===== src/rtl/ifu_fetch_if.sv =====
// Fetch unit bundle: execute-stage request, decode-stage result,
// and the AXI read-address/read-data channels.
interface ifu_fetch_if;
  logic        ifetch_req;
  logic        ifetch_taken;
  logic [63:0] ifetch_pc;

  logic        IFU_vld;
  logic [63:0] IFU_pc;
  logic [63:0] IFU_inst;
  logic        IFU_misalign;

  logic [63:0] axi_AR_ADDR;
  logic        axi_AR_VALID;
  logic        axi_AR_READY;

  logic [63:0] axi_R_DATA;
  logic        axi_R_VALID;
  logic        axi_R_READY;

  modport master (
    input  ifetch_req,
    input  ifetch_taken,
    input  ifetch_pc,
    output IFU_vld,
    output IFU_pc,
    output IFU_inst,
    output IFU_misalign,
    output axi_AR_ADDR,
    output axi_AR_VALID,
    input  axi_AR_READY,
    input  axi_R_DATA,
    input  axi_R_VALID,
    output axi_R_READY
  );

  modport slave (
    output ifetch_req,
    output ifetch_taken,
    output ifetch_pc,
    input  IFU_vld,
    input  IFU_pc,
    input  IFU_inst,
    input  IFU_misalign,
    input  axi_AR_ADDR,
    input  axi_AR_VALID,
    output axi_AR_READY,
    output axi_R_DATA,
    output axi_R_VALID,
    input  axi_R_READY
  );
endinterface


===== src/rtl/ifu_fetch.sv =====
// Instruction fetch unit: one 64-bit AXI beat per request.
// Define IFU_LINEBUF_EN for a one-entry line buffer bypassing AXI.
module ifu_fetch #(
  parameter logic [63:0] RESET_PC = 64'h80000000
) (
  input logic         clk,
  input logic         rst_n,
  ifu_fetch_if.master bus
);

  localparam logic [2:0] BOOT = 3'd0;
  localparam logic [2:0] IDLE = 3'd1;
  localparam logic [2:0] AR   = 3'd2;
  localparam logic [2:0] R    = 3'd3;
  localparam logic [2:0] OUT  = 3'd4;

  logic [2:0]  state_q, state_d;
  logic [63:0] pc_q, pc_d;
  logic [63:0] ar_addr_q, ar_addr_d;
  logic [63:0] ipc_q, ipc_d;
  logic [63:0] inst_q, inst_d;
  logic        mis_q, mis_d;

  logic        ar_hs;
  logic        r_hs;
  logic        req_ok;
  logic        hit;
  logic [31:0] hit_word;
  logic [31:0] r_word;

  assign bus.axi_AR_VALID = (state_q == AR);
  assign bus.axi_R_READY  = (state_q == R);
  assign bus.axi_AR_ADDR  = ar_addr_q;
  assign bus.IFU_vld      = (state_q == OUT);
  assign bus.IFU_pc       = ipc_q;
  assign bus.IFU_inst     = inst_q;
  assign bus.IFU_misalign = mis_q;

  assign ar_hs  = bus.axi_AR_VALID & bus.axi_AR_READY;
  assign r_hs   = bus.axi_R_VALID & bus.axi_R_READY;
  assign req_ok = (state_q == IDLE) & bus.ifetch_req
                & (bus.ifetch_pc[1:0] == 2'b00);
  assign r_word = pc_q[2] ? bus.axi_R_DATA[63:32]
                          : bus.axi_R_DATA[31:0];

`ifdef IFU_LINEBUF_EN
  logic        lb_vld_q;
  logic [60:0] lb_tag_q;
  logic [63:0] lb_data_q;
  logic        lb_clr;

  // A redirect drops the buffer before lookup, so it never hits
  assign lb_clr = (state_q == IDLE) & bus.ifetch_req
                & bus.ifetch_taken;
  assign hit = req_ok & ~bus.ifetch_taken & lb_vld_q
             & (lb_tag_q == bus.ifetch_pc[63:3]);
  assign hit_word = bus.ifetch_pc[2] ? lb_data_q[63:32]
                                     : lb_data_q[31:0];

  always_ff @(posedge clk or negedge rst_n) begin
    if (!rst_n) begin
      lb_vld_q  <= 1'b0;
      lb_tag_q  <= '0;
      lb_data_q <= '0;
    end else if (r_hs) begin
      lb_vld_q  <= 1'b1;
      lb_tag_q  <= pc_q[63:3];
      lb_data_q <= bus.axi_R_DATA;
    end else if (lb_clr) begin
      lb_vld_q  <= 1'b0;
    end
  end
`else
  logic unused_taken;

  assign unused_taken = bus.ifetch_taken;
  assign hit          = 1'b0;
  assign hit_word     = 32'b0;
`endif

  always_comb begin
    state_d   = state_q;
    pc_d      = pc_q;
    ar_addr_d = ar_addr_q;
    ipc_d     = ipc_q;
    inst_d    = inst_q;
    mis_d     = 1'b0;
    unique case (1'b1)
      (state_q == BOOT): begin
        pc_d      = RESET_PC;
        ar_addr_d = {RESET_PC[63:3], 3'b000};
        state_d   = AR;
      end
      (state_q == IDLE): begin
        if (hit) begin
          pc_d    = bus.ifetch_pc;
          ipc_d   = bus.ifetch_pc;
          inst_d  = {32'b0, hit_word};
          state_d = OUT;
        end else if (req_ok) begin
          pc_d      = bus.ifetch_pc;
          ar_addr_d = {bus.ifetch_pc[63:3], 3'b000};
          state_d   = AR;
        end else if (bus.ifetch_req) begin
          mis_d = 1'b1;
        end
      end
      (state_q == AR): begin
        if (ar_hs) state_d = R;
      end
      (state_q == R): begin
        if (r_hs) begin
          ipc_d   = pc_q;
          inst_d  = {32'b0, r_word};
          state_d = OUT;
        end
      end
      (state_q == OUT): begin
        state_d = IDLE;
      end
      default: begin
        state_d = BOOT;
      end
    endcase
  end

  always_ff @(posedge clk or negedge rst_n) begin
    if (!rst_n) begin
      state_q   <= BOOT;
      pc_q      <= RESET_PC;
      ar_addr_q <= '0;
      ipc_q     <= RESET_PC;
      inst_q    <= '0;
      mis_q     <= 1'b0;
    end else begin
      state_q   <= state_d;
      pc_q      <= pc_d;
      ar_addr_q <= ar_addr_d;
      ipc_q     <= ipc_d;
      inst_q    <= inst_d;
      mis_q     <= mis_d;
    end
  end

endmodule

===== src/flat_wrapper.sv =====
// flat-port wrapper written by rule: the top's interface ports become plain ports
module ifu_fetch_flat 
#(
  parameter logic [63:0] RESET_PC = 64'h80000000
)
  (clk, rst_n, bus_ifetch_req, bus_ifetch_taken, bus_ifetch_pc, bus_IFU_vld, bus_IFU_pc, bus_IFU_inst, bus_IFU_misalign, bus_axi_AR_ADDR, bus_axi_AR_VALID, bus_axi_AR_READY, bus_axi_R_DATA, bus_axi_R_VALID, bus_axi_R_READY);
  ifu_fetch_if bus_i ();
  input logic clk;
  input logic rst_n;
  input wire logic [$bits(bus_i.ifetch_req)-1:0] bus_ifetch_req;
  input wire logic [$bits(bus_i.ifetch_taken)-1:0] bus_ifetch_taken;
  input wire logic [$bits(bus_i.ifetch_pc)-1:0] bus_ifetch_pc;
  output wire logic [$bits(bus_i.IFU_vld)-1:0] bus_IFU_vld;
  output wire logic [$bits(bus_i.IFU_pc)-1:0] bus_IFU_pc;
  output wire logic [$bits(bus_i.IFU_inst)-1:0] bus_IFU_inst;
  output wire logic [$bits(bus_i.IFU_misalign)-1:0] bus_IFU_misalign;
  output wire logic [$bits(bus_i.axi_AR_ADDR)-1:0] bus_axi_AR_ADDR;
  output wire logic [$bits(bus_i.axi_AR_VALID)-1:0] bus_axi_AR_VALID;
  input wire logic [$bits(bus_i.axi_AR_READY)-1:0] bus_axi_AR_READY;
  input wire logic [$bits(bus_i.axi_R_DATA)-1:0] bus_axi_R_DATA;
  input wire logic [$bits(bus_i.axi_R_VALID)-1:0] bus_axi_R_VALID;
  output wire logic [$bits(bus_i.axi_R_READY)-1:0] bus_axi_R_READY;
  assign bus_i.ifetch_req = bus_ifetch_req;
  assign bus_i.ifetch_taken = bus_ifetch_taken;
  assign bus_i.ifetch_pc = bus_ifetch_pc;
  assign bus_IFU_vld = bus_i.IFU_vld;
  assign bus_IFU_pc = bus_i.IFU_pc;
  assign bus_IFU_inst = bus_i.IFU_inst;
  assign bus_IFU_misalign = bus_i.IFU_misalign;
  assign bus_axi_AR_ADDR = bus_i.axi_AR_ADDR;
  assign bus_axi_AR_VALID = bus_i.axi_AR_VALID;
  assign bus_i.axi_AR_READY = bus_axi_AR_READY;
  assign bus_i.axi_R_DATA = bus_axi_R_DATA;
  assign bus_i.axi_R_VALID = bus_axi_R_VALID;
  assign bus_axi_R_READY = bus_i.axi_R_READY;
  ifu_fetch #(.RESET_PC(RESET_PC)) u_core (.clk(clk), .rst_n(rst_n), .bus(bus_i));
endmodule

===== config.mk =====
export PLATFORM = sky130hd
export DESIGN_NAME = ifu_fetch_flat
export DESIGN_NICKNAME = d
export VERILOG_FILES = /design/src/rtl/ifu_fetch_if.sv /design/src/rtl/ifu_fetch.sv /design/src/flat_wrapper.sv
export SDC_FILE = /design/constraint.sdc
export NUM_CORES = 1
export LEC_CHECK = 0
export ABC_AREA = 1
export ABC_CLOCK_PERIOD_IN_PS = 2100
export BUFFER_PORTS_ARGS = -buffer_cell sky130_fd_sc_hd__buf_2
export CAP_MARGIN = 0
export CORE_MARGIN = 2
export CORE_UTILIZATION = 52
export CTS_CLUSTER_SIZE = 40
export DETAILED_ROUTE_END_ITERATION = 7
export PLACE_DENSITY_LB_ADDON = 0.05
export SETUP_SLACK_MARGIN = 0.2
export SYNTH_ARGS = -nofsm -noshare
export SYNTH_HDL_FRONTEND = slang
export SYNTH_SLANG_ARGS = --single-unit
export TNS_END_PERCENT = 5

===== constraint.sdc =====
create_clock -name clk -period 2.1 [get_ports clk]
set_input_delay 0 -clock clk [delete_from_list [all_inputs] [get_ports clk]]
set_output_delay 0 -clock clk [all_outputs]
set_load 0.005 [all_outputs]

## After elaboration in Yosys (flattened, before gate mapping)

Cells that the tools add are included.

- Register bits after elaboration: 228
- Word-level logic and storage cells: 35

- Reduce and logical (&&, ||, !) cells: 6
- Bitwise operators: 4
- Muxes and demuxes: 12
- Equal/unequal tests: 7

Operators by type and width:

| kind | number |
|---|---|
| case mux 64 bit (2 select lines) | 2 |
| two-way mux 64 bit | 2 |
| two-way mux 32 bit | 1 |
| case mux 3 bit (5 select lines) | 1 |
| two-way mux 3 bit | 3 |
| equality test 3 x 2 -> 1 bit (second input constant) | 2 |
| bitwise AND 1 bit | 4 |
| != test 2 bit (second input constant) | 2 |
| AND reduction 2 bit | 2 |
| equality test 3 x 1 -> 1 bit (second input constant) | 1 |
| equality test 3 bit (second input constant) | 1 |
| zero test 3 bit | 1 |
| two-way mux 1 bit | 3 |
| AND reduction 3 bit | 1 |
| zero test 2 bit | 1 |
| != test 2 x 1 -> 1 bit (second input constant) | 1 |
| nonzero test 2 bit | 1 |

## Longest topological paths before layout

Gate-level depths: netlist of run 1.

- Word-level depth: 5
- Gate-level depth with buffers: 8
- Depth with buffers taken out: 8

## Worst setup path after synthesis of run 1

Ideal clock, no wire load.

- Path type: register -> register
- From: register u_core.state_q[1]
- To: register u_core.pc_q[48]
- Buffers on the path: 1
- Data arrival time: 1.224 ns
- Data required time: 2.034 ns
- Library setup time: 0.066 ns
- Period minus slack after synthesis: 1.290 ns
- Cell stages (with the launch flop): 9
- Slack: 0.810 ns
- Path through: dfrtp_1 inv_1 nand3_4 inv_2 nand3_4 nand2_4 buf_2 nand2_1 nand2_1

- Cells in the longest elaborated chain, start to end: 5

Ends and longest elaborated chain:

| element | RTL line | source |
|---|---|---|
| start, declared | ifu_fetch.sv:17 | `logic [2:0] state_q, state_d;` |
| start signal, assigned | ifu_fetch.sv:136 | `state_q <= state_d;` |
| equality test 3 x 1 -> 1 bit | ifu_fetch.sv:41, ifu_fetch.sv:94 |  |
| bitwise AND 1 bit | ifu_fetch.sv:41 | `assign req_ok = (state_q == IDLE) & bus.ifetch_req` |
| bitwise AND 1 bit | ifu_fetch.sv:42 | `& (bus.ifetch_pc[1:0] == 2'b00);` |
| != test 2 x 1 -> 1 bit (no line) | -- |  |
| AND reduction 2 bit (no line) | -- |  |
| end signal, assigned | ifu_fetch.sv:137 | `pc_q <= pc_d;` |
| end, declared | ifu_fetch.sv:18 | `logic [63:0] pc_q, pc_d;` |

Several ways; a longest one is shown, not always the timed one.
A chain may end at the register's enable or synchronous reset.

## Worst setup path after layout of run 1

- From: register u_core.pc_q[2]
- To: register u_core.inst_q[8], in the netlist u_core.bus.IFU_inst[8]

- Cells in the longest elaborated chain, start to end: 1

Ends and longest elaborated chain:

| element | RTL line | source |
|---|---|---|
| two-way mux 32 bit | ifu_fetch.sv:43 | `assign r_word = pc_q[2] ? bus.axi_R_DATA[63:32]` |
| end signal, assigned | ifu_fetch.sv:140 | `inst_q <= inst_d;` |
| end, declared | ifu_fetch.sv:21 | `logic [63:0] inst_q, inst_d;` |

No other way between the ends.

==> summary.md, run 1 <==
| Metric | Value |
|---|---|
| Setup-failing EPs final | `0` |
| Post-CTS setup buffer count | `0` |
| Critical Path Source Type | `flip-flop` |
| Pre-antenna DRT Iters | `5` |
| CP bufs+invs | `2` |
| Post-route minimum period | `1.71 ns` |
| Gate Count Post-Synth | `~1000` |
| Largest net degree at the start of global routing | `~100` |
| Max transition margin | `49.9%` |
| Port Buf Inserts | `slightly below 300` |
| DRT antenna net count | `0` |
| CTS sink cnt | `165` |
| Starting density of the core | `52.9%` |
| Crit end category | `flip-flop` |
| Status | `complete, no violations` |
| Number of synthesized register bits | `165` |
| Worst-path clk slew | `0.06 ns` |
| RePlAce Congestion | `0.826` |
| Top-count cell post-synth | `nand2_1` |
| Post-synth EDFFs | `0` |
| CTS tree | `done` |
| Fmax | `0.584 GHz` |
| Ys flop type | `dfrtp_1` |
| CORE AREA | `15100 um^2` |
| RSZ-0062 raised after global routing | `false` |
| Critical Path RT | `2.38 ns` |
| Detailed Route WL | `~22 mm` |
| Worst Skew | `0.0125 ns` |
| Post-DP HPWL | `13.5 mm` |
| DRT iter0 DRCs | `408` |
| CP dominant cell by count | `o21ai_0` |
| Mux cell area share after synthesis | `0%` |
| Post-synthesis simple-gate area fraction | `26.3%` |
| First-pass GRT wire length | `around 35 mm` |
| # rows | `45` |
| I/O pins | `330` |
| Max incr delay on CP | `0.57 ns` |
| Nets | `1495` |
| Adder-Cell Fraction of Synth Area | `0%` |
| Pwr dens | `1150 nW/um^2` |
| Post-synthesis compound-gate area fraction | `~4.3%` |
| Max-Cap Viols | `0` |
| Top Family by Delay on Critical Path | `buffers and inverters` |
| Tot GR Track Use | `27.1%` |
| Top post-synthesis cells by count | `386 x nand2_1, 163 x dfrtp_1, 104 x inv_1` |
| Final Cycle Share | `81.5%` |
| Longest Clk Path Bufs | `2` |
| Total CTS buffers | `17` |
| H-Tree Depth | `4` |
| Number of distinct library cells after synthesis | `22` |
| Crit-path cells | `buf_6 -> nand2_1 -> o21ai_0 -> dlygate4sd3_1 -> o21ai_0` |
| Synth-to-Final Area Change | `36.6%` |
| Worst Path Max Fanout | `48` |
| Hold crit path type | `input pin to flip-flop` |
| Die Width | `128 um` |
| Fraction of registers with async set/reset | `100%` |
| Detailed-route via count | `~7300` |
| Synth top area share | `between 50% and 60%` |
| Dpl cells | `approximately 1400` |
| Arrival time at the worst endpoint | `1.99 ns` |
| CP max-delay cell | `dlygate4sd3_1` |
| Vias per cell | `4.69` |
| Post-Layout Cell Count | `1562` |
| Synthesized area | `7990 um^2` |
| DRC viols | `0` |
| Vias in the first global route | `7083` |
| XOR/XNOR Fraction of Synth Area | `0%` |
| Peak VDD IR | `around 0.00075 V` |
| Die area | `16400 um^2` |
| Synth warn | `0` |
| Hold slack | `0.107 ns` |
| Pins Over Slew Limit | `0` |
| Die Height | `128 um` |
| Initial antenna violation count | `1` |
| Largest family of logic cells by synthesized area | `simple AND/OR/NAND/NOR gates` |
| Root buffer cell | `clkbuf_16` |
| Post-synthesis sequential area ratio | `51.7%` |
| Skew-Pair Late Insertion Delay | `0.42 ns` |
| Wire length per cell | `13.9 um` |
| Static Leak | `6.60 nW` |
| Hold Fails Final Rpt | `0` |
| Slew @ Worst Pin | `~0.75 ns` |
| Cell taking the most area after synthesis | `dfrtp_1` |
| Critical path class | `flip-flop to flip-flop` |
| Global route total overflow | `0` |
| Top cells by area, synth | `dfrtp_1 51%, nand2_1 18%, buf_4 9.0%` |
| TNS Setup | `0 ns` |
| Share of layout cells above drive strength 1 | `25.5%` |
| Avg Inst Size Synth | `7.89 um^2` |
[report_power, final]
group / total, mW / switching, mW / internal (mW)
clock: 3.06 / 1.22 / 1.84
sequential: 4.92 / 0.680 / 4.24
combinational: 4.54 / 2.53 / 2.01
[state kept, by name, indices dropped and copies added, names as in the netlist]
signal                   cells
u_core.bus.IFU_pc           64
u_core.pc_q                 63
u_core.bus.IFU_inst         32
u_core.state_q               3
u_core.bus.axi_AR_ADDR       2
u_core.bus.IFU_misalign      1
[cell type report]
cell class / instances / area [um^2]
fillers: 1153 / 4180
flip-flops and latches: 165 / 4130
repair buffers: 441 / 2980
multi-input cells: 629 / 2580
clock buffers: 23 / 478
inverters: 107 / 402
well taps: 188 / 235
clock inverters: 8 / 100
diodes: 1 / 2.50
[worst paths after layout]
kind,startpoint,endpoint,slack [ns],cells after the start
max reg2reg,u_core.pc_q[2]$_DFFE_PN0P_,u_core.bus.IFU_inst[8]$_DFFE_PN0P_,0.39,5
max,u_core.pc_q[2]$_DFFE_PN0P_,u_core.bus.IFU_inst[8]$_DFFE_PN0P_,0.39,5
min in group asynchronous,rst_n,u_core.bus.IFU_pc[8]$_DFFE_PN0P_,0.12,2
min reg2reg,u_core.pc_q[31]$_DFFE_PN1P_,u_core.bus.IFU_pc[31]$_DFFE_PN1P_,0.46,2
min,bus_ifetch_pc[0],u_core.state_q[1]$_DFFE_PN0P_,0.11,6
max in group asynchronous,rst_n,u_core.bus.IFU_pc[59]$_DFFE_PN0P_,1.27,3
[routing by layer]
metal | vias up | part of all wire (%) | track usage (%) | wire, um
li1 | 3619 | - | - | -
met1 | 3365 | 43 | 35.1 | 9420
met2 | 284 | 46 | 43.1 | 10100
met3 | 60 | 6.6 | 6.18 | 1430
met4 | 0 | 3.8 | 13.8 | 819
met5 | - | 0 | 0 | 0
[cell usage in the layout (no fill, tap or decap)]
| master | n |
|---|---|
| nand2_1 | 386 |
| buf_2 | 292 |
| dfrtp_1 | 163 |
| dlygate4sd3_1 | 131 |
| inv_1 | 104 |
| nor2_1 | 66 |
| nand3_1 | 65 |
| o21ai_0 | 62 |
| conb_1 | 35 |
| clkbuf_16 | 17 |
| buf_4 | 11 |
| o21ai_1 | 7 |
| buf_12 | 5 |
| inv_2 | 3 |
| clkbuf_1 | 3 |
| clkbuf_8 | 3 |
| clkinv_2 | 3 |
| nand3_4 | 2 |
| nand2_4 | 2 |
| bufinv_16 | 2 |
| clkinv_4 | 2 |
| buf_6 | 2 |
| dfstp_2 | 2 |
| diode_2 | 1 |
| nor2_2 | 1 |
| nor3_1 | 1 |
| nand3_2 | 1 |
| or2_2 | 1 |
| clkinvlp_4 | 1 |
[timing repair]
| item | in CTS | in global routing |
|---|---|---|
| hold buffers | 131 | 0 |
| gates resized for setup | 0 | 1 |
| hold endpoints to repair | 148 | 0 |
| endpoints found under the setup margin | 0 | 7 |
[kinds of logic (layout without fill, tap and decap cells)]
logic type             Yosys count  after routing
DFF                            165            165
and+or+nand+nor                525            525
buffers and inverters          253            579
AOI/OAI and AO/OA               69             69
other                            1             36
[through the flow]
step / utilization (%) / worst slack (ns) / area, um^2 / total power [mW]
after floorplan: - / 0.810 / 8120 / 7.77
after global placement: 59.7 / 0.496 / 9010 / 8.92
after detailed placement: 59.7 / 0.445 / 9010 / 9.01
after CTS: 72.3 / 0.391 / 10900 / 12.5
after global routing: 72.3 / 0.248 / 10900 / 13.4
final: 72.3 / 0.389 / 10900 / 12.5
[tightest hold or removal path, delay by kind of cell]
kind | cells | cell delay (ns)
and+or+nand+nor | 1 | 0.09
buffers and inverters | 3 | 0.20
AOI/OAI and AO/OA | 2 | 0.18
Note: power is estimated with default switching activity, not from simulation.
==> run 2, diff against run 1 <==
Settings changed: ABC_CLOCK_PERIOD_IN_PS 2100 to 1500, CORE_ASPECT_RATIO set to 1.5, CORE_UTILIZATION 52 to 44.
Clock period 2.1 ns to 1.5 ns, I/O delays scaled along.
==> run 2 against run 1 <==
  * Non-clock buffer count up 26
  * Clock skew down 0.0031 ns
  * Clock power up 62%
  * Sequential share of layout area down 2.3 points
  * Critical endpoint is now u_core.bus.IFU_inst[28]$_DFFE_PN0P_
  * Worst setup slack worse by 0.32 ns
  * Core utilization down 7.2 points
  * Wire length up 13%
  * Worst hold slack worse by 0.078 ns
  * Highest routed layer unchanged
  * Via count up 1.6%
  * Combinational power up 60%
==> summary.md, run 2 (synthesis results as in run 1) <==
| Metric | Value |
|---|---|
| Status | `complete, no violations` |
| RSZ-0062 raised after global routing | `true` |
| Clock Power Share | `25.8% (+1.4 points)` |
| Worst Skew | `0.00943 ns (-0.00308 ns)` |
| Static Leak | `6.92 nW (+4.7%)` |
| Share of layout cells above drive strength 1 | `27.8% (+2.3 points)` |
| Die Width | `114 um (-11%)` |
| Cell Area, Placed | `9150 um^2 (+1.5%)` |
| Worst-path clk slew | `0.07 ns (about the same)` |
| Leading cell types in the layout, fill and taps excluded | `383 x nand2_1, 292 x buf_2, 163 x dfrtp_1` |
| R2R cell count | `7 (+2)` |
| Synth-to-Final Area Change | `45.6%` |
| Root buffer cell | `clkbuf_16` |
| Arrival time at the worst endpoint | `1.73 ns (-0.26 ns)` |
| First-pass GRT wire length | `37.8 mm (+7.2%)` |
| Starting density of the core | `44.7% (-8.2 points)` |
| Crit-path cells | `buf_6 -> nand2_4 -> nor2_4 -> nand2_4 -> buf_12 -> buf_16 -> o21ai_0` |
| Pre-antenna DRT Iters | `5 (unchanged)` |
| H-Tree Depth | `4 (unchanged)` |
| Initial antenna violation count | `0 (-1)` |
| Stages on worst setup path | `7 (+2)` |
| Nets | `1521 (+1.7%)` |
| CP bufs+invs | `3 (+1)` |
| I/O pins | `330 (unchanged)` |
| CTS tree | `done` |
| Detailed Route WL | `24.5 mm (+13%)` |
| Tot GR Track Use | `25.0% (-2.1 points)` |
| R2R setup slack | `0.07 ns (-0.32 ns)` |
| Most common cell after layout, fill and taps aside | `nand2_1` |
| Max-Cap Viols | `0 (unchanged)` |
| Worst Path Max Fanout | `9 (-81%)` |
| Global route total overflow | `0 (unchanged)` |
| Filler cell count | `1537 (+33%)` |
| Vias in the first global route | `7281 (+2.8%)` |
| Setup-failing EPs final | `0 (unchanged)` |
| Skew-Pair Late Insertion Delay | `0.41 ns (about the same)` |
| Pwr dens | `1650 nW/um^2 (+44%)` |
| Critical path destination | `u_core.bus.IFU_inst[28]$_DFFE_PN0P_` |
| DRT iter0 DRCs | `402 (-1.5%)` |
| Internal power | `12.5 mW (+55%)` |
| Hold Fails Final Rpt | `0 (unchanged)` |
| CTS sink cnt | `165 (unchanged)` |
| RePlAce Congestion | `0.807 (-2.3%)` |
| Vias per cell | `4.61 (-1.8%)` |
| Core Util, Final | `65.1% (-7.2 points)` |
| Sw power | `6.69 mW (+51%)` |
| Critical Path Source Type | `flip-flop` |
| DRC viols | `0 (unchanged)` |
| Largest net degree at the start of global routing | `66 (-35%)` |
| Final instance area | `11600 um^2 (+6.6%)` |
| Port Buf Inserts | `293 (unchanged)` |
| # rows | `60 (+33%)` |
| CORE AREA | `17900 um^2 (+18%)` |
| FF-to-FF Start | `u_core.state_q[0]$_DFFE_PN0P_` |
| Crit end category | `flip-flop` |
| RR Endpoint | `u_core.bus.IFU_inst[28]$_DFFE_PN0P_` |
| Origin of the worst setup path | `u_core.state_q[0]$_DFFE_PN0P_` |
| Top Family by Delay on Critical Path | `buffers and inverters` |
| Ant. Diodes | `0 (-1)` |
| CP dominant cell by count | `nand2_4` |
| Longest Clk Path Bufs | `2 (unchanged)` |
| Combinational Power Share | `37.9% (+1.6 points)` |
| Peak VDD IR | `0.000812 V (+8.4%)` |
| Post-route minimum period | `1.43 ns (-0.279 ns)` |
| Wire length per cell | `15.2 um (+9.0%)` |
| Max FFs per register | `64 (unchanged)` |
| Pins Over Slew Limit | `0 (unchanged)` |
| TNS Setup | `0 ns (unchanged)` |
| Detailed-route via count | `7444 (+1.6%)` |
| Total CTS buffers | `17 (unchanged)` |
| DRT antenna net count | `0 (unchanged)` |
| Final Cycle Share | `95.5% (+14 points)` |
| Critical Path RT | `1.80 ns (-0.58 ns)` |
| Max incr delay on CP | `0.39 ns (-0.18 ns)` |
| Post-DP HPWL | `14.6 mm (+8.0%)` |
| Die Height | `169 um (+32%)` |
| Hold crit path type | `input pin to async pin` |
| Switching Fraction | `34.8% (-0.56 points)` |
| Critical path class | `flip-flop to flip-flop` |
| CP max-delay cell | `dfrtp_1` |
| Share of power burned in registers | `36.3% (-3.0 points)` |
| Fmax | `0.698 GHz (+19%)` |
| Die area | `19300 um^2 (+18%)` |
## run 2: cell types whose count changed in the layout (fill, tap and decap cells not counted), sizes merged
cell	delta
inv	+3
diode	-1
bufinv	+4
dlygate4sd3	-3
clkbuf	-1
clkinv	-4
buf	+26
## run 2: final cells by class
type	instances	area (um^2)	share of cell area, %
sequential	165	4130	35.5
inverter	107	404	3.47
multi-input combinational	629	2640	22.7
clock buffer	19	443	3.81
tap	217	272	2.33
timing repair buffer	467	3520	30.3
clock inverter	11	223	1.91
## run 2: routing by layer
metal | track usage, % | routed length [um]
met4 | 8.64 | 607
met5 | 0 | 0
met2 | 44.3 | 12700
met1 | 29.7 | 9740
met3 | 5.41 | 1450
## run 2: timing repair
item                                    4_1_cts  5_1_grt
hold buffers                                128        0
pin swaps                                     4        2
buffers inserted                             12        1
hold endpoints to repair                    259        0
gates cloned                                  8        3
endpoints found under the setup margin      163      165
gates resized for setup                      44       12
## run 2: power by group through the flow
stage	clock network, mW	registers, mW	logic [mW]
2_1_floorplan	0	6.88	4.00
3_3_place_gp	0	6.99	5.82
3_5_place_dp	0	7.01	5.88
4_1_cts	5.06	6.95	7.08
5_1_grt	5.26	7.15	8.04
6_report	4.97	6.97	7.28
## run 2: worst min path at each step
stage / from / to / cells past startpoint
floorplan: rst_n / u_core.bus.IFU_inst[0]$_DFFE_PN0P_ / 0
global placement: rst_n / u_core.bus.IFU_inst[5]$_DFFE_PN0P_ / 1
detailed placement: rst_n / u_core.bus.IFU_inst[5]$_DFFE_PN0P_ / 1
CTS: bus_axi_R_DATA[48] / u_core.bus.IFU_inst[16]$_DFFE_PN0P_ / 5
global route: bus_axi_R_DATA[48] / u_core.bus.IFU_inst[16]$_DFFE_PN0P_ / 5
finish: rst_n / u_core.bus.IFU_inst[5]$_DFFE_PN0P_ / 2
## run 2: metrics by stage
step                      hold slack (ns)  instances  worst slack, ns  total power, mW
after global placement            -0.0870       1433           0.0557             12.8
after floorplan                    -0.296       1047            0.210             10.9
after global routing              0.00991       1615         -0.00947             20.5
after detailed placement          -0.0844       1433           0.0107             12.9
final                              0.0286       1615           0.0681             19.2
after CTS                        0.000725       1611            0.154             19.1
==> run 3, diff against run 2 <==
Settings changed: ABC_AREA 1 to 0.
==> run 3 against run 2 <==
  * Design area up 1.9%
  * Power rose by 22%
  * Fmax increased by 1.5%
  * Non-clock buffer count is 16 higher
  * Clock skew is 0.0032 ns higher
  * Count of clock-buffer cells in the layout increased by 1
  * Highest routed layer unchanged
  * Die area grew 1.0%
  * First-iteration DRC count grew 3.7%
  * Via count fell by 5.5%
  * Final cell count is 15% lower
  * Clock power hardly changed
  * Largest power group unchanged
  * Global-route usage rose by 0.77 points
==> summary.md, run 3 <==
| Metric | Value |
|---|---|
| Pre-antenna DRT Iters | `5 (unchanged)` |
| Tot GR Track Use | `25.8% (+0.77 points)` |
| Post-DP HPWL | `15.1 mm (+3.3%)` |
| Core Util, Final | `66.0% (+0.94 points)` |
| Avg Inst Size Synth | `10.7 um^2 (+35%)` |
| Starting density of the core | `45.0% (+0.29 points)` |
| Final Cycle Share | `94.1% (-1.4 points)` |
| Vias per cell | `5.15 (+12%)` |
| Worst Skew | `0.0127 ns (+0.00325 ns)` |
| Met2 usage | `45.5% (+1.2 points)` |
| Skew-Pair Late Insertion Delay | `0.43 ns (+0.02 ns)` |
| Worst-path clk slew | `0.07 ns (about the same)` |
| Critical Path RT | `1.81 ns (about the same)` |
| Die area | `19500 um^2 (+1.0%)` |
| CTS tree | `done` |
| Static Leak | `5.98 nW (-14%)` |
| Max FFs per register | `64 (unchanged)` |
| RePlAce Congestion | `0.740 (-8.3%)` |
| First-pass GRT wire length | `39.2 mm (+3.7%)` |
| FF-to-FF Start | `u_core.state_q[0]$_DFFE_PN0P_` |
| Die Width | `115 um (+0.52%)` |
| Nets | `1271 (-16%)` |
| Post-synth EDFFs | `0 (unchanged)` |
| DRC viols | `0 (unchanged)` |
| Fraction of registers with async set/reset | `100% (unchanged)` |
| Synthesized area | `8080 um^2 (+1.1%)` |
| Filler cell count | `1407 (-8.5%)` |
| R2R setup slack | `0.09 ns (+0.02 ns)` |
| Share of layout cells above drive strength 1 | `40.1% (+12 points)` |
| Max-Cap Viols | `0 (unchanged)` |
| Die Height | `170 um (+0.53%)` |
| Total power | `23.5 mW (+22%)` |
| Synth warn | `0 (unchanged)` |
| Cell Area, Placed | `9310 um^2 (+1.7%)` |
| Setup WS pre-CTS | `-0.0735 ns (-0.0842 ns)` |
| Initial antenna violation count | `0 (unchanged)` |
| Longest Clk Path Bufs | `2 (unchanged)` |
| Vias in the first global route | `7435 (+2.1%)` |
| Grt met3 use | `6.13% (+0.72 points)` |
| CORE AREA | `17900 um^2 (+0.42%)` |
| Global route total overflow | `0 (unchanged)` |
| Synth top area share | `50.5% (-0.55 points)` |
| CTS sink cnt | `165 (unchanged)` |
| Detailed Route WL | `25.0 mm (+2.3%)` |
| Most crowded layer after global routing | `met2` |
| Critical path class | `flip-flop to flip-flop` |
| Total CTS buffers | `17 (unchanged)` |
| Top-count cell post-synth | `dfrtp_1` |
| Arrival time at the worst endpoint | `1.72 ns (about the same)` |
| Port Buf Inserts | `293 (unchanged)` |
| Critical Path Source Type | `flip-flop` |
| R2R cell count | `4 (-3)` |
| Final instance area | `11900 um^2 (+1.9%)` |
| Peak VDD IR | `0.000925 V (+14%)` |
| Ant. Diodes | `0 (unchanged)` |
| Top cells by area, synth | `dfrtp_1 51%, mux2_4 9.3%, buf_4 8.8%` |
| Top post-synthesis cells by count | `163 x dfrtp_1, 120 x nand3_1, 95 x buf_4, 95 x nand2_1, 61 x nand4_1` |
| Number of distinct library cells after synthesis | `31 (+41%)` |
| Synth-to-Final Area Change | `46.7%` |
| Multi-input gate area | `3100 um^2 (+17%)` |
| Fmax | `0.709 GHz (+1.5%)` |
| Hold Fails Final Rpt | `0 (unchanged)` |
| Detailed-route via count | `7034 (-5.5%)` |
| Number of synthesized register bits | `165 (unchanged)` |
| RSZ-0062 raised after global routing | `true` |
| Most common cell after layout, fill and taps aside | `buf_2` |
| Crit end category | `flip-flop` |
| Post-route minimum period | `1.41 ns (-0.0206 ns)` |
| Wire length per cell | `18.3 um (+21%)` |
| Ys flop type | `dfrtp_1` |
| # rows | `60 (unchanged)` |
| GR Layer Usage met1 | `30.3% (+0.58 points)` |
| Pins Over Slew Limit | `0 (unchanged)` |
| I/O pins | `330 (unchanged)` |
| Post-Layout Cell Count | `1366 (-15%)` |
| Final worst setup slack | `0.0887 ns (+0.0206 ns)` |
| Worst Path Max Fanout | `11 (+2)` |
| Setup-failing EPs final | `0 (unchanged)` |
| Dpl cells | `1173 (-18%)` |
| Post-synthesis sequential area ratio | `51.2% (-0.55 points)` |
| Root buffer cell | `clkbuf_16` |
| Hold crit path type | `input pin to async pin` |
| Leading cell types in the layout, fill and taps excluded | `292 x buf_2, 161 x dfrtp_1, 132 x dlygate4sd3_1` |
| Cell taking the most area after synthesis | `dfrtp_1` |
| Sequential Area | `4140 um^2 (+0.12%)` |
| RR Endpoint | `u_core.bus.IFU_pc[7]$_DFFE_PN0P_` |
| Gate Count Post-Synth | `757 (-25%)` |
| DRT antenna net count | `0 (unchanged)` |
| Status | `complete, no violations` |
| Largest net degree at the start of global routing | `64 (-3.0%)` |
| H-Tree Depth | `4 (unchanged)` |
| Pwr dens | `1980 nW/um^2 (+20%)` |
| DRT iter0 DRCs | `417 (+3.7%)` |
## run 3: changes by cell type in the layout (fill, tap and decap cells not counted), moves of 4 or more
cell	delta
nand2_1	-288
inv_1	-99
nor2_1	-62
nand4_1	+61
nand3_1	+54
mux2_4	+50
mux2i_1	+32
o21ai_0	-22
mux2_2	+12
buf_4	+11
o21ai_1	-10
dlygate4sd3_1	+4
nand2_4	-4
## run 3: metrics by stage
| step | setup TNS, ns | hold slack, ns |
|---|---|---|
| floorplan | 0 | -0.296 |
| global placement | -0.0157 | -0.0315 |
| detailed placement | -0.208 | -0.0282 |
| CTS | 0 | 0.0796 |
| global route | 0 | 0.104 |
| finish | 0 | 0.0743 |
## run 3: repair_timing
| action | in CTS | in global routing |
|---|---|---|
| setup endpoints to repair | 136 | 165 |
| buffers inserted | 17 | 2 |
| hold buffers | 132 | 0 |
| pin swaps | 2 | 11 |
| gates cloned | 10 | 1 |
| gates resized for setup | 31 | 8 |
| endpoints found under the hold margin | 263 | 0 |
## run 3: report_power, final
group / switching (mW) / internal, mW / leakage [nW]
Clock: 1.86 / 3.09 / 0.319
Sequential: 1.66 / 6.60 / 2.02
Combinational: 4.69 / 5.56 / 3.64
## run 3: cell families after synthesis
family / synth area share, %
flip-flops: 51.2
multiplexers: 14.9
buffers and inverters: 12.8
AO/OA/AOI/OAI: 2.84
AND/OR/NAND/NOR: 18.2
other: 0.0464
## run 3: area by class of cell
class	instances	area share (%)
Multi-Input combinational cell	466	26.1
Timing Repair Buffer	483	30.9
Clock buffer	20	3.94
Clock inverter	11	1.66
Inverter	4	0.127
Tap cell	217	2.29
Sequential cell	165	34.9
## run 3: worst max-delay path by stage
stage	from	to	slack, ns	cells after the start
floorplan	u_core.state_q[2]$_DFFE_PN0P_	u_core.bus.IFU_pc[0]$_DFFE_PN0P_	0.11	5
global placement	u_core.state_q[0]$_DFFE_PN0P_	u_core.state_q[0]$_DFFE_PN0P_	-0.02	4
CTS	u_core.state_q[0]$_DFFE_PN0P_	u_core.bus.IFU_pc[53]$_DFFE_PN0P_	0.08	4
detailed placement	u_core.state_q[0]$_DFFE_PN0P_	u_core.state_q[0]$_DFFE_PN0P_	-0.07	4
finish	u_core.state_q[0]$_DFFE_PN0P_	u_core.bus.IFU_pc[7]$_DFFE_PN0P_	0.09	4
global route	u_core.state_q[2]$_DFFE_PN0P_	u_core.bus.IFU_inst[21]$_DFFE_PN0P_	0.04	5
## run 3: metal layers
layer	up-vias	wire, um
li1	3277	-
met1	3429	9820
met2	293	13100
met3	35	1530
met4	0	552
met5	-	0
## run 3: worst max-delay path, cell delays in order (launching register included)
cell and delay (ns):
dfrtp_4 0.52, nand4b_4 0.14, buf_6 0.16, buf_12 0.16, mux2_4 0.31
